File: src/rtl/activation_unit.sv
// Activation-function stage: three-stage pipeline turning accumulator sums into identity,
// ReLU or piecewise-linear activations; non-DATA packets pass through in order.
module activation_unit #(
  parameter int unsigned SSUM_WIDTH = 16,
  parameter int unsigned IN_FRAC    = 8,
  parameter int unsigned OUT_WIDTH  = 8,
  parameter int unsigned OUT_FRAC   = 7,
  parameter int unsigned SEG_BITS   = 3,
  parameter int unsigned RANGE_LOG2 = 3,
  parameter int unsigned COEF_WIDTH = 8,
  parameter int unsigned SLOPE_FRAC = 7,
  parameter int unsigned TYPE_WIDTH = 2,
  parameter int unsigned SEQ_WIDTH  = 8,
  parameter logic [TYPE_WIDTH-1:0] DATA = '0
) (
  input  logic                  clk,
  input  logic                  rst,
  input  logic                  hlt,
  input  logic                  ACC_AF_valid,
  input  logic [TYPE_WIDTH-1:0] ACC_AF_type,
  input  logic [SEQ_WIDTH-1:0]  ACC_AF_seqNum,
  input  logic [SSUM_WIDTH-1:0] ACC_AF_data,
  input  logic                  cfg_we,
  input  logic                  cfg_sel,
  input  logic [SEG_BITS-1:0]   cfg_addr,
  input  logic [COEF_WIDTH-1:0] cfg_slope,
  input  logic [OUT_WIDTH-1:0]  cfg_icpt,
  input  logic [1:0]            cfg_mode,
  output logic                  AF_OUT_valid,
  output logic [TYPE_WIDTH-1:0] AF_OUT_type,
  output logic [SEQ_WIDTH-1:0]  AF_OUT_seqNum,
  output logic [OUT_WIDTH-1:0]  AF_OUT_data
);

  localparam int unsigned XCW    = RANGE_LOG2 + IN_FRAC + 1;  // clamped-input width
  localparam int unsigned SH_ID  = IN_FRAC - OUT_FRAC;
  localparam int unsigned SH_PWL = IN_FRAC + SLOPE_FRAC - OUT_FRAC;
  localparam int unsigned MW     = SSUM_WIDTH + COEF_WIDTH + 4;  // wide enough to never wrap
  localparam int unsigned NSEG   = 2 ** SEG_BITS;

  localparam logic signed [SSUM_WIDTH-1:0] XC_MAX =
    {{(SSUM_WIDTH-XCW+1){1'b0}}, {(XCW-1){1'b1}}};
  localparam logic signed [SSUM_WIDTH-1:0] XC_MIN = ~XC_MAX;
  localparam logic signed [XCW-1:0] XC_MAX_N = {1'b0, {(XCW-1){1'b1}}};
  localparam logic signed [XCW-1:0] XC_MIN_N = {1'b1, {(XCW-1){1'b0}}};
  localparam logic signed [MW-1:0] SAT_MAX = {{(MW-OUT_WIDTH+1){1'b0}}, {(OUT_WIDTH-1){1'b1}}};
  localparam logic signed [MW-1:0] SAT_MIN = ~SAT_MAX;
  localparam logic signed [MW-1:0] RND_ID  = (SH_ID == 0) ? '0 : (MW'(1) << (SH_ID - 1));
  localparam logic signed [MW-1:0] RND_PWL = (SH_PWL == 0) ? '0 : (MW'(1) << (SH_PWL - 1));

  function automatic logic [OUT_WIDTH-1:0] sat(input logic signed [MW-1:0] v);
    if (v > SAT_MAX) return SAT_MAX[OUT_WIDTH-1:0];
    if (v < SAT_MIN) return SAT_MIN[OUT_WIDTH-1:0];
    return v[OUT_WIDTH-1:0];
  endfunction

  // Config state
  logic signed [COEF_WIDTH-1:0] slope_q [NSEG];
  logic signed [OUT_WIDTH-1:0]  icpt_q  [NSEG];
  logic [1:0]                   mode_q;

  // Stage registers
  logic                         s1_valid_q, s2_valid_q;
  logic [TYPE_WIDTH-1:0]        s1_type_q, s2_type_q;
  logic [SEQ_WIDTH-1:0]         s1_seq_q, s2_seq_q;
  logic signed [SSUM_WIDTH-1:0] s1_data_q, s2_x_q;
  logic signed [XCW-1:0]        s2_xc_q;
  logic [1:0]                   s2_mode_q;
  logic signed [COEF_WIDTH-1:0] s2_slope_q;
  logic signed [OUT_WIDTH-1:0]  s2_icpt_q;

  logic signed [XCW-1:0]        xc;
  logic [SEG_BITS-1:0]          idx;
  logic signed [MW-1:0]         x_w, xc_w, slope_w, icpt_w, id_v, pwl_v;
  logic [OUT_WIDTH-1:0]         y;

  // Table and mode writes; independent of hlt, reset overrides a concurrent write
  always_ff @(posedge clk or posedge rst) begin
    if (rst) begin
      for (int i = 0; i < NSEG; i++) begin
        slope_q[i] <= '0;
        icpt_q[i]  <= '0;
      end
      mode_q <= '0;
    end else if (cfg_we) begin
      if (cfg_sel) begin
        mode_q <= cfg_mode;
      end else begin
        slope_q[cfg_addr] <= cfg_slope;
        icpt_q[cfg_addr]  <= cfg_icpt;
      end
    end
  end

  // S1: register the incoming packet
  always_ff @(posedge clk or posedge rst) begin
    if (rst) begin
      s1_valid_q <= 1'b0;
      s1_type_q  <= '0;
      s1_seq_q   <= '0;
      s1_data_q  <= '0;
    end else if (!hlt) begin
      s1_valid_q <= ACC_AF_valid;
      s1_type_q  <= ACC_AF_type;
      s1_seq_q   <= ACC_AF_seqNum;
      s1_data_q  <= ACC_AF_data;
    end
  end

  // S2 combinational: clamp to the PWL range and pick the segment (offset-binary top bits)
  always_comb begin
    xc = s1_data_q[XCW-1:0];
    if (s1_data_q > XC_MAX) xc = XC_MAX_N;
    else if (s1_data_q < XC_MIN) xc = XC_MIN_N;
    idx = {~xc[XCW-1], xc[XCW-2 -: (SEG_BITS-1)]};
  end

  // S2: capture clamped input, table entry and mode so they travel with the packet
  always_ff @(posedge clk or posedge rst) begin
    if (rst) begin
      s2_valid_q <= 1'b0;
      s2_type_q  <= '0;
      s2_seq_q   <= '0;
      s2_x_q     <= '0;
      s2_xc_q    <= '0;
      s2_mode_q  <= '0;
      s2_slope_q <= '0;
      s2_icpt_q  <= '0;
    end else if (!hlt) begin
      s2_valid_q <= s1_valid_q;
      s2_type_q  <= s1_type_q;
      s2_seq_q   <= s1_seq_q;
      s2_x_q     <= s1_data_q;
      s2_xc_q    <= xc;
      s2_mode_q  <= mode_q;
      s2_slope_q <= slope_q[idx];
      s2_icpt_q  <= icpt_q[idx];
    end
  end

  // S3 combinational: rounding, multiply-add and saturation per mode
  always_comb begin
    x_w     = {{(MW-SSUM_WIDTH){s2_x_q[SSUM_WIDTH-1]}}, s2_x_q};
    xc_w    = {{(MW-XCW){s2_xc_q[XCW-1]}}, s2_xc_q};
    slope_w = {{(MW-COEF_WIDTH){s2_slope_q[COEF_WIDTH-1]}}, s2_slope_q};
    icpt_w  = {{(MW-OUT_WIDTH){s2_icpt_q[OUT_WIDTH-1]}}, s2_icpt_q};
    id_v    = (x_w + RND_ID) >>> SH_ID;
    pwl_v   = icpt_w + ((xc_w * slope_w + RND_PWL) >>> SH_PWL);
    y       = sat(id_v);
    if (s2_type_q != DATA) begin
      y = s2_x_q[OUT_WIDTH-1:0];
    end else begin
      case (s2_mode_q)
        2'd1:    if (s2_x_q[SSUM_WIDTH-1]) y = '0;
        2'd2:    y = sat(pwl_v);
        default: y = sat(id_v);
      endcase
    end
  end

  // S3: output registers
  always_ff @(posedge clk or posedge rst) begin
    if (rst) begin
      AF_OUT_valid  <= 1'b0;
      AF_OUT_type   <= '0;
      AF_OUT_seqNum <= '0;
      AF_OUT_data   <= '0;
    end else if (!hlt) begin
      AF_OUT_valid  <= s2_valid_q;
      AF_OUT_type   <= s2_type_q;
      AF_OUT_seqNum <= s2_seq_q;
      AF_OUT_data   <= y;
    end
  end

endmodule

File: config.mk
export PLATFORM = sky130hd
export DESIGN_NAME = activation_unit
export DESIGN_NICKNAME = d
export VERILOG_FILES = /design/src/rtl/activation_unit.sv
export SDC_FILE = /design/constraint.sdc
export NUM_CORES = 1
export LEC_CHECK = 0
export ABC_AREA = 1
export BUFFER_PORTS_ARGS = -buffer_cell sky130_fd_sc_hd__buf_2
export CAP_MARGIN = 20
export CORE_ASPECT_RATIO = 1.5
export CORE_UTILIZATION = 40
export DETAILED_ROUTE_END_ITERATION = 10
export GPL_TIMING_DRIVEN = 0
export HOLD_SLACK_MARGIN = 0.05
export PLACE_DENSITY_LB_ADDON = 0.3
export SLEW_MARGIN = 20
export SYNTH_ARGS = -nofsm -noshare
export SYNTH_HDL_FRONTEND = slang
export SYNTH_SLANG_ARGS = --single-unit
export TNS_END_PERCENT = 10
File: constraint.sdc
create_clock -name clk -period 9.55 [get_ports clk]
set_input_delay 0.4775 -clock clk [delete_from_list [all_inputs] [get_ports clk]]
set_output_delay 0.4775 -clock clk [all_outputs]
set_load 0.1 [all_outputs]
# Yosys cells after proc, flatten, opt, wreduce, memory -nomap -nowiden
# Cells that the tools add are included.
dict set report word_totals {
  ff_bits 233
  out_inout_bits 19
  wordCells 97
}
dict set report op_classes {
  n_addsub 3
  mul 1
  order_cmp 9
  eq_ne 2
  mux 40
  n_bitwise 4
  n_reduce_logical 5
}
# cell n
set ops {}
lappend ops {{2-to-1 mux 8 bit} 17}
lappend ops {{bitwise mux 64 bit} 2}
lappend ops {{binary-select mux 8 bit (select 3 bit)} 2}
lappend ops {{demux 8 bit (select 3 bit)} 1}
lappend ops {{2-to-1 mux 12 bit} 2}
lappend ops {{adder 20 x 9 -> 21 bit, second input constant} 1}
lappend ops {{multiplier 12 x 8 -> 20 bit} 1}
lappend ops {{adder 16 x 2 -> 17 bit, second input constant} 1}
lappend ops {{> comparator 16 x 12 -> 1 bit, second input constant} 1}
lappend ops {{> comparator 16 x 8 -> 1 bit, second input constant} 1}
lappend ops {{less-than comparator 16 x 12 -> 1 bit, second input constant} 1}
lappend ops {{less-than comparator 16 x 8 -> 1 bit, second input constant} 1}
lappend ops {{one-hot mux 8 bit (2 select lines)} 1}
lappend ops {{2-to-1 mux 1 bit} 15}
lappend ops {{adder 8 x 13 -> 14 bit} 1}
lappend ops {{> comparator 14 x 8 -> 1 bit, second input constant} 1}
lappend ops {{less-than comparator 14 x 8 -> 1 bit, second input constant} 1}
lappend ops {{greater-or-equal comparator 4 bit, second input constant} 2}
lappend ops {{NOT 3 -> 4 bit} 2}
lappend ops {{less-than comparator 4 x 1 -> 1 bit, second input constant} 1}
lappend ops {{AND reduction 2 bit} 2}
lappend ops {{== test 2 x 1 -> 1 bit, second input constant} 1}
lappend ops {{== test 2 bit, second input constant} 1}
lappend ops {{NOT 1 bit} 2}
lappend ops {{other kinds (3)} 3}

# Longest topological paths before layout
dict set report depth {
  word_depth 14
  depth_mapped 39
  mapped_depth_nobuf 38
}

# Worst setup path after synthesis
# Ideal clock, no wire load.
dict set report synth_timing {
  path_type {flip-flop to flip-flop}
  startpoint {reg s2_slope_q[5]}
  endpoint {reg AF_OUT_data[3]}
  setup_time_ns 0.120
  t_arrival_ns 5.869
  path_slack_ns 3.562
  stages_incl_launch_ff 37
  period_less_slack_ns 5.988
  path_cell_list {dfrtp_1 > clkbuf_1 > nand2_1 > fa_1 > fa_1 > inv_1 > fa_1 > fa_1 > fa_1 > ha_1 > inv_1 > o21ai_0 > a221oi_1 > o21ai_0 > nand3_1 > nand2_1 > nand2_1 > nand2_1 > xor2_1 > ha_1 > nand2_1 > nor2_1 > inv_1 > nor2_1 > nand2_1 > nand3_1 > nand2_1 > nand2_1 > nor2_1 > nand3_1 > nand2_1 > nand2_1 > nand2_1 > nand2_1 > nand2_1 > nand2_1 > nand2_1}
}
dict set report synth_between {
  elab_chain_cells 12
  elab_cells_between_ends 17
  cone_classes {add/sub: 2; mul: 1; order compare: 2; mux: 12}
}
# item line
set synth_rtl {}
lappend synth_rtl {{start, declared} 69} ;# logic signed [COEF_WIDTH-1:0] s2_slope_q;
lappend synth_rtl {{start signal, assigned} 136} ;# s2_slope_q <= slope_q[idx];
lappend synth_rtl {{multiplier 12 x 8 -> 20 bit (*)} 148} ;# pwl_v = icpt_w + ((xc_w * slope_w + RND_PWL) >>> SH_PWL);
lappend synth_rtl {{adder 20 x 9 -> 21 bit (*)} 148}
lappend synth_rtl {{adder 8 x 13 -> 14 bit (*)} 148}
lappend synth_rtl {{less-than comparator 14 x 8 -> 1 bit} 53} ;# if (v < SAT_MIN) return SAT_MIN[OUT_WIDTH-1:0];
lappend synth_rtl {{2-to-1 mux 1 bit (2 in series)} 53}
lappend synth_rtl {{2-to-1 mux 1 bit} 153} ;# case (s2_mode_q)
lappend synth_rtl {{2-to-1 mux 1 bit} 150} ;# if (s2_type_q != DATA) begin
lappend synth_rtl {{2-to-1 mux 8 bit} 54} ;# return v[OUT_WIDTH-1:0];
lappend synth_rtl {{2-to-1 mux 8 bit (*)} 53}
lappend synth_rtl {{one-hot mux 8 bit (2 select lines) (*)} 153}
lappend synth_rtl {{2-to-1 mux 8 bit (*)} 150}
lappend synth_rtl {{end signal, assigned} 172} ;# AF_OUT_data <= y;
lappend synth_rtl {{end, declared} 32} ;# output logic [OUT_WIDTH-1:0] AF_OUT_data
# Mark *: on every way between the ends. The rest lies on a longest branch, timed or not. The select of a mux whose other input is x is not followed.
# A chain may end at the register's enable or synchronous reset.

# Final worst setup path
dict set report layout_timing {
  startpoint {reg s2_slope_q[2]}
  endpoint {reg AF_OUT_data[5]}
}
# The elaborated chain is that of the path after synthesis.

==> metrics.md <==
| Metric | Value |
|---|---|
| Unique masters post-synth | `38` |
| Met2 Use GR | `between 40 and 50%` |
| RSZ-0062 raised after global routing | `no` |
| Worst EP required | `approximately 10 ns` |
| Nets | `roughly 2200` |
| GP Congestion | `around 0.90` |
| Cell taking the most area after synthesis | `dfrtp_1` |
| TritonCTS Sinks | `233` |
| Syn Nets | `about 2100` |
| Fmax | `135 MHz` |
| Synth Area per Inst | `roughly 7.7 µm²` |
| Seq cells post-synth | `roughly 230` |
| Iteration-0 DRC Markers | `733` |
| Least-Margin Pin Slew | `slightly below 0.8 ns` |
| IO buf count | `70` |
| Crit path from | `s2_slope_q[2]` |
| Outcome | `finished, final reports clean` |
| N_diodes | `0` |
| Top Ports | `between 70 and 80` |
| Async set or reset register ratio after synthesis | `100%` |
| Mux share of post-synthesis cell area | `less than 1%` |
| Hold Path Origin | `ACC_AF_data[7]` |
| Gr busiest metal | `met2` |
| Largest net degree at the start of global routing | `91` |
| Worst r2r src | `s2_slope_q[2]` |
| Fin. Hold Viols | `0` |
| Global routing usage on met1 | `around 25%` |
| CTS tree | `yes` |
| Die Span Y | `about 240 µm` |
| Setup Skew | `~0.015 ns` |
| Layout cells sized above 1 | `under 10%` |
| XOR/XNOR Fraction of Synth Area | `between 1.5 and 2%` |
| Worst-case reg-to-reg path depth | `34` |
| Worst hold-check path type | `in2reg` |
| CP Max Fanout | `10` |
| Post-synth EDFFs | `0` |
| Max Cap Viol | `0` |
| Slew Viols, Final | `0` |
| Relative slew margins | `47.0%` |
| Fin Setup TNS | `0 ns` |
| H-tree levels | `1` |
| Register area share after synthesis | `between 30% and 40%` |
| Chip width | `160 µm` |
| Worst Setup Start Kind | `flip-flop` |
| Most common cell on crit path | `nand2_1` |
| Core Rows | `86` |
| Vias in the first global route | `12900` |
| Total die area | `38200 µm²` |
| Dpl ws | `between 2 and 2.5 ns` |
| Yosys top cell area share | `about two fifths` |
| Post-CTS Setup Repair Bufs | `0` |
| Antenna-violating nets left | `0` |
| Total routed wirelength | `41300 µm` |
| Number of vias per cell | `5.01` |
| CTS Buffer Depth | `3` |
| Initial antenna violation count | `0` |
| Arrival @ worst endpoint | `around 7.9 ns` |
| CP max-delay cell | `fa_1` |
| Worst-path clk slew | `roughly 0.06 ns` |
| CORE AREA | `36800 µm²` |
| GR Overflow Total | `0` |
| Clock latency at the later pin of the worst-skew pair | `around 0.55 ns` |
| Setup crit end kind | `flip-flop` |
| Adder-Cell Fraction of Synth Area | `around 17%` |
| 1st-pass router iterations | `5` |
| Min Tclk post-route | `7.42 ns` |
| Main flop type after synthesis | `dfrtp_1` |
| Main combinational cell family by area after synthesis | `simple AND/OR/NAND/NOR gates` |
| Via count | `12700` |
| Worst stage delay on the critical path | `about 0.55 ns` |
| Area growth syn-to-layout | `12.0%` |
| CTS root buf | `clkbuf_16` |
| Netlist Area Pre-Place | `about 15000 µm²` |
| All-Layer GR Usage | `around 22%` |
| Hold Path Stages | `3` |
| Met3 Use GR | `under 10%` |
| Drt drc | `0` |
| Compound-Gate Fraction of Synth Area | `11.1%` |
| First-pass GRT wire length | `67100 µm` |
| Worst setup margin | `2.13 ns` |
| Syn Inst Count | `slightly below 2000` |
| CTS buffer count | `23` |
| Simple-Gate Fraction of Synth Area | `between 20% and 30%` |
| Hpwl dp | `32600 µm` |
| CTS resizes | `0` |
| Drt wl/cell | `about 16 µm` |
| Top post-synthesis cells by area | `dfrtp_1 (39%), nand2_1 (15%), fa_1 (11%)` |
| Critical path class | `reg2reg` |
| Period utilization | `~78%` |
| Initial Utilization | `between 40% and 50%` |
| Warnings, synthesis | `0` |
| Final setup viols | `0` |
-- critical path, delay by kind of cell (launching register included) --
family,cells,cell delay [ns]
compound gates,3,0.62
flops,1,0.50
buf+inv,3,0.64
simple gates,20,2.18
fa+ha+maj,7,3.18
xor+xnor,1,0.15
-- cell usage in the layout (no fill, tap or decap), types with 2 or more instances in the layout --
| cell | synthesis | routed |
|---|---|---|
| nand2_1 | 617 | 617 |
| inv_1 | 281 | 280 |
| dfrtp_1 | 233 | 233 |
| o21ai_0 | 216 | 216 |
| nor2_1 | 138 | 138 |
| fa_1 | 81 | 81 |
| buf_2 | 9 | 79 |
| clkbuf_1 | 72 | 78 |
| ha_1 | 69 | 69 |
| a21oi_1 | 46 | 46 |
| nand3_1 | 44 | 44 |
| clkbuf_16 | 0 | 23 |
| o211ai_1 | 20 | 20 |
| xor2_1 | 18 | 18 |
| nor3_1 | 14 | 14 |
| nand4_1 | 9 | 9 |
| xnor2_1 | 9 | 9 |
| o22ai_1 | 8 | 8 |
| nand2_2 | 6 | 6 |
| o21ai_1 | 6 | 6 |
| clkbuf_8 | 0 | 5 |
| a31oi_1 | 4 | 4 |
| buf_1 | 4 | 4 |
| clkinv_2 | 0 | 3 |
| nor3_2 | 2 | 2 |
| nor2_4 | 2 | 2 |
| nor2_2 | 2 | 2 |
| and2_1 | 2 | 2 |
| nand3_2 | 2 | 2 |
| a21o_1 | 2 | 2 |
| o21ai_2 | 2 | 2 |
| a22oi_1 | 2 | 2 |
| a221oi_1 | 2 | 2 |
| mux2_2 | 2 | 2 |
| bufinv_16 | 0 | 2 |
| buf_16 | 0 | 2 |
-- final timing paths --
check                            endpoint  slack [ns]
max reg2reg                AF_OUT_data[5]        2.13
max in group asynchronous    s1_data_q[1]        7.84
max                        AF_OUT_data[5]        2.13
min in group asynchronous      icpt_q[19]        0.51
min reg2reg                   s2_seq_q[5]        0.47
min                          s1_data_q[7]        0.13
-- flip-flops by register name (all words and copies together) (netlist names) --
name,flops
icpt_q,64
slope_q,64
s1_data_q,16
s2_x_q,16
s2_xc_q,12
AF_OUT_data,8
AF_OUT_seqNum,8
s1_seq_q,8
s2_icpt_q,8
s2_seq_q,8
s2_slope_q,8
AF_OUT_type,2
mode_q,2
s1_type_q,2
s2_mode_q,2
s2_type_q,2
AF_OUT_valid,1
s1_valid_q,1
s2_valid_q,1
-- cell usage after synthesis, drive strengths merged (2+ instances only) --
library cell / instances
xor2: 18
o22ai: 8
a21o: 2
mux2: 2
and2: 2
nor2: 142
a31oi: 4
o21ai: 224
xnor2: 9
dfrtp: 233
a221oi: 2
inv: 282
nand4: 9
ha: 69
a21oi: 47
o211ai: 20
fa: 81
clkbuf: 72
buf: 13
nor3: 16
nand3: 46
nand2: 623
a22oi: 2
-- metrics by stage --
step | hold slack [ns] | area (µm²) | cells | util [%]
6_report | 0.134 | 16700 | 2529 | 45.5
5_1_grt | 0.130 | 16700 | 2529 | 45.5
4_1_cts | 0.116 | 16700 | 2529 | 45.5
3_5_place_dp | 0.454 | 16000 | 2487 | 43.4
3_3_place_gp | 0.449 | 15900 | 2485 | 43.2
2_1_floorplan | 0.442 | 14900 | 1931 | -
-- layout make-up --
type / instances / area (µm²)
repair buffers: 73 / 415
flip-flops and latches: 233 / 5830
inverters: 283 / 1070
clock inverters: 7 / 104
fillers: 3703 / 20100
clock buffers: 34 / 667
plain buffers: 85 / 330
well taps: 484 / 606
multi-input cells: 1330 / 7720
-- what timing repair did --
| item | 4_1_cts | 5_1_grt |
|---|---|---|
| hold buffers | 1 | 0 |
| endpoints found under the setup margin | 0 | 0 |
| endpoints found under the hold margin | 56 | 0 |
-- logic make-up after synthesis --
logic type                 Yosys count
buffers and inverters              368
and+or+nand+nor                    839
DFF                                233
adders and majority gates          150
muxes                                2
AOI/OAI and AO/OA                  312
xor gates and xnor gates            27
-- layer usage --
| layer | wire length (µm) | part of all wire (%) | vias up |
|---|---|---|---|
| li1 | - | - | 6196 |
| met1 | 15800 | 38 | 6107 |
| met2 | 22400 | 54 | 273 |
| met3 | 1360 | 3.3 | 87 |
| met4 | 1750 | 4.2 | 0 |
| met5 | 0 | 0 | - |
Power is left out: the tool's default activity adds up to more than one toggle a clock period on the data nets, which glitch-free logic cannot reach.
